### src/rtl/sat_counter.sv
`default_nettype none
// ============================================================================
// Module  : sat_counter
// Purpose : Up-counter with synchronous clear that sticks at all-ones.
// Revision: 1.0 - initial release
// ============================================================================
module sat_counter #(
  parameter int W = 16
) (
  input  logic         clock,
  input  logic         reset,
  input  logic         clr,
  input  logic         inc,
  output logic [W-1:0] count
);

  logic [W-1:0] r_count;

  always_ff @(posedge clock) begin
    if (reset || clr) begin
      r_count <= '0;
    end else if (inc && (r_count != {W{1'b1}})) begin
      r_count <= r_count + 1'b1;
    end
  end

  assign count = r_count;

endmodule
`default_nettype wire

### config.mk
export PLATFORM = sky130hd
export DESIGN_NAME = sat_counter
export DESIGN_NICKNAME = d
export VERILOG_FILES = /design/src/rtl/sat_counter.sv
export SDC_FILE = /design/constraint.sdc
export NUM_CORES = 1
export LEC_CHECK = 0
export CORE_MARGIN = 5
export CORE_UTILIZATION = 30
export DETAILED_ROUTE_END_ITERATION = 8
export PLACE_DENSITY = 0.58
export SLEW_MARGIN = 20
export SYNTH_ARGS = -nofsm -noshare
export SYNTH_HDL_FRONTEND = slang
export SYNTH_SLANG_ARGS = --single-unit
### constraint.sdc
create_clock -name clock -period 4.4 [get_ports clock]
set_input_delay 1.32 -clock clock [delete_from_list [all_inputs] [get_ports clock]]
set_output_delay 1.32 -clock clock [all_outputs]
set_load 0.1 [all_outputs]
## Yosys cells after proc, flatten, opt, wreduce, memory -nomap -nowiden

Index checks and enable logic that the tools add are counted.

- Register bits after elaboration: 16
- Input port bits: 4
- Output and inout port bits: 16
- Word-level logic and storage cells: 5

- $add $sub $neg: 1
- Eq/ne operators: 1
- Reduce and logical (&&, ||, !) cells: 2

Operators by type and width:

| operator | count |
|---|---|
| adder 16 x 1 -> 16 bit, second input constant | 1 |
| inequality test 16 bit, second input constant | 1 |
| logical AND 1 bit | 1 |
| logical OR 1 bit | 1 |

## Longest topological paths before layout

- Depth in word-level cells: 2
- Mapped depth: 5
- Mapped depth without buffers: 5

## Worst setup path before layout

OpenSTA, ideal clock, no wires.

- Path kind: register to register
- Start: register r_count[0], in the netlist count[0]
- End: register r_count[5], in the netlist count[5]
- Library setup time: 0.062 ns
- Arrival time: 2.346 ns
- Data required time: 4.338 ns
- Path slack: 1.992 ns
- Cell stages (with the launch flop): 6
- Buffers on the path: 0
- Clock period less this slack: 2.408 ns
- Cell sequence: dfxtp_1 -> ha_1 -> nand3_1 -> or4_4 -> a31oi_1 -> a41o_1

- Longest elaborated chain between the ends: 2
- Elaborated cells on any way between the ends: 3
- Classes of those cells: add/sub: 1; eq/ne: 1; reduce/logical: 1

RTL lines:

| what | RTL line | text |
|---|---|---|
| start, declared | 17 | `logic [W-1:0] r_count;` |
| start signal, assigned | 23 | `r_count <= r_count + 1'b1;` |
| branches (longest 2 deep; another with adder 16 x 1 -> 16 bit) | -- |  |

Parallel ways; which one is timed is not known.
A chain may end at the register's enable or synchronous reset.

## Final worst setup path

- Start: register r_count[9], in the netlist count[9]
- End: output port count[9]

RTL lines:

| what | RTL line | text |
|---|---|---|
| end, declared | 14 | `output logic [W-1:0] count` |

No word-level cell between the ends.

==> results.ini <==
[timing]
finalSetupViolations=0
hold_violations=0
fmaxAchievable_ghz=0.3035
setup_tns_ns=0
drv_slew=0
slew_headroom=0.3492
rsz0062_at_grt=no
period_needed_ns=3.295
worst_pin_slew_ns=0.9731
fin_crit_sh=0.7489
fin_worst_skew_ns=0.003150

[drt]
antenna_left=0
drt_iter0_drc=19
post-route-drc-count=0
drt_wl_total_um=2047
wl_per_cell_um=14.02
route.vias.total=814
drtPass1Iterations=4
via_per_inst=5.575

[grt]
gr-usage-all-layers=0.1036
grt_most_used_layer=met2
grt_use_met1=0.1216
antenna_found_initial=0
grtUsageMet2=0.1705
grt_pass1_vias=721
grt_max_degree=16
grt_overflow=0
grt_pass1_wl_um=3353
grt_use_met3=0.03197

[synthesis]
synthArstFlopShare=0
avgSynthCellArea_um2=8.916
syn_inst=95
seq_area_frac_synth=0.3781
yosys_warnings=0
synth_seq_cells=16
syn_area_um2=847.1
synth-main-ff-cell=dfxtp_1
syn-num-nets=100
synth-edff-count=0
synth_cell_types=30

[final_layout]
final_nets=121
area_growth_syn_to_layout_pct=29.84
largest_reg_flops=16
instances_no_fill=146
diodes=0
multi_input_area_um2=510.5
drive_above_1_share=0.09565
final_area_um2=1100
fillers=285
regArea_um2=320.3

[cts]
cts_buffers=3
clk_transition_reported_paths_ns=0.10
htreeDepth=1
clock-sinks=16
clk_latency_ns=0.29
cts_hold_buf=0
cts_resized=0
cts_tree=done
cts_setup_buffers=0
cts_root_buf=clkbuf_4
clockBufferDepth=2

[worst_setup_path]
cp-start-kind=register
crit_arrival_ns=1.98
endpoint_kind=primary output
crit_path_max_fanout=10
crit_family=buffers and inverters
path_cells=clkdlybuf4s50_1
slowest_stage=clkdlybuf4s50_1
slowest_delay_ns=1.19
path_class=register to primary output
required_ns=3.08
path_buf_inv=1

[die]
core-area_um2=2734
fp.dieH_um=63.14
initial_core_util=0.3098
num_rows=19
die_x_um=63.14
ios=20
dieArea_um2=3986

[placed_design]
placed_cells=142
placement.cell_area_um2=1064
place.port_buffers=19
place.gp.congestion=0.8244
dp_hpwl_um=1487

[job]
max_cap_viol_count=0

[min_path]
hold_class=register to register

[pwr]
power_leakage_uw=0.0003814
power.total_uw=262.4
power_density_nw_per_um2=238.6
peakVddDrop_mv=0.1411

[status]
outcome=complete, no violations

[report_power, final]
| part | leakage, uW | internal [uW] | total (uW) | switching, uW |
|---|---|---|---|---|
| sequential | 0.000129 | 145 | 146 | 0.849 |
| clock | 0.0000210 | 50.4 | 99.9 | 49.6 |
| combinational | 0.000231 | 5.34 | 16.3 | 10.9 |
| total | 0.000381 | 201 | 262 | 61.3 |
[synthesized netlist by cell type, types with 3 or more instances]
| master | count | area (um^2) |
|---|---|---|
| dfxtp_1 | 16 | 320.3 |
| a21oi_1 | 9 | 45.04 |
| nor2_1 | 7 | 26.28 |
| nand2_1 | 6 | 22.52 |
| nand3_1 | 5 | 25.02 |
| nand4_1 | 5 | 31.28 |
| o21ai_0 | 5 | 25.02 |
| or3_1 | 5 | 31.28 |
| a41o_1 | 4 | 40.04 |
| and4_1 | 4 | 35.03 |
| a31oi_1 | 3 | 18.77 |
| o31ai_1 | 3 | 22.52 |
| or4_1 | 3 | 22.52 |
[cell usage in the layout, fill, tap and decap left out, types with 4 or more instances in the layout]
cell type	n
or3_1	5
o21ai_0	5
nand3_1	5
nand4_1	5
and4_1	4
clkdlybuf4s50_1	19
nor2_1	7
nand2_1	6
a41o_1	4
a21oi_1	9
dfxtp_1	16
[worst min-delay path, cell delays in order, from the launching register on]
cell	delay, ns
dfxtp_1	0.35
nand2_1	0.07
a21oi_1	0.06
[kinds of logic (layout without fill, tap and decap cells)]
family,count (synthesis),after routing,share of synthesized area
AND/OR/NAND/NOR,44,44,0.3382
buffers and inverters,4,24,0.01920
XOR/XNOR,3,3,0.03102
flip-flops,16,16,0.3781
AO/OA/AOI/OAI,27,27,0.2186
adder cells (fa/ha/maj),1,1,0.01477
[layer usage]
layer / wire length (um) / up-vias
met2: 1017 / 13
met4: 17 / 0
met3: 105 / 2
met1: 907 / 384
li1: - / 415
met5: 0 / -
[stage by stage]
| stage | hold WS (ns) | utilization | worst slack [ns] |
|---|---|---|---|
| floorplan | 0.9124 | - | 1.992 |
| global placement | 0.4885 | 0.3890 | 1.430 |
| detailed placement | 0.5025 | 0.3890 | 1.427 |
| CTS | 0.5144 | 0.4023 | 1.097 |
| global route | 0.5505 | 0.4023 | 1.036 |
| finish | 0.5120 | 0.4023 | 1.105 |
[final cells by class]
cell class	count	area share
clock buffers	4	0.03299
flip-flops and latches	16	0.2912
repair buffers	19	0.1729
inverters	1	0.003413
multi-input cells	75	0.4642
well taps	31	0.03527
[worst paths after layout]
path / start / to / slack [ns] / depth (start not counted)
setup / recovery: count[9]$_SDFFE_PP0P_ / count[9] / 1.10 / 1
setup reg to reg: count[0]$_SDFFE_PP0P_ / count[9]$_SDFFE_PP0P_ / 2.54 / 5
hold / removal: count[1]$_SDFFE_PP0P_ / count[1]$_SDFFE_PP0P_ / 0.51 / 2
hold reg to reg: count[1]$_SDFFE_PP0P_ / count[1]$_SDFFE_PP0P_ / 0.51 / 2
Note: power is estimated with default switching activity, not from simulation.
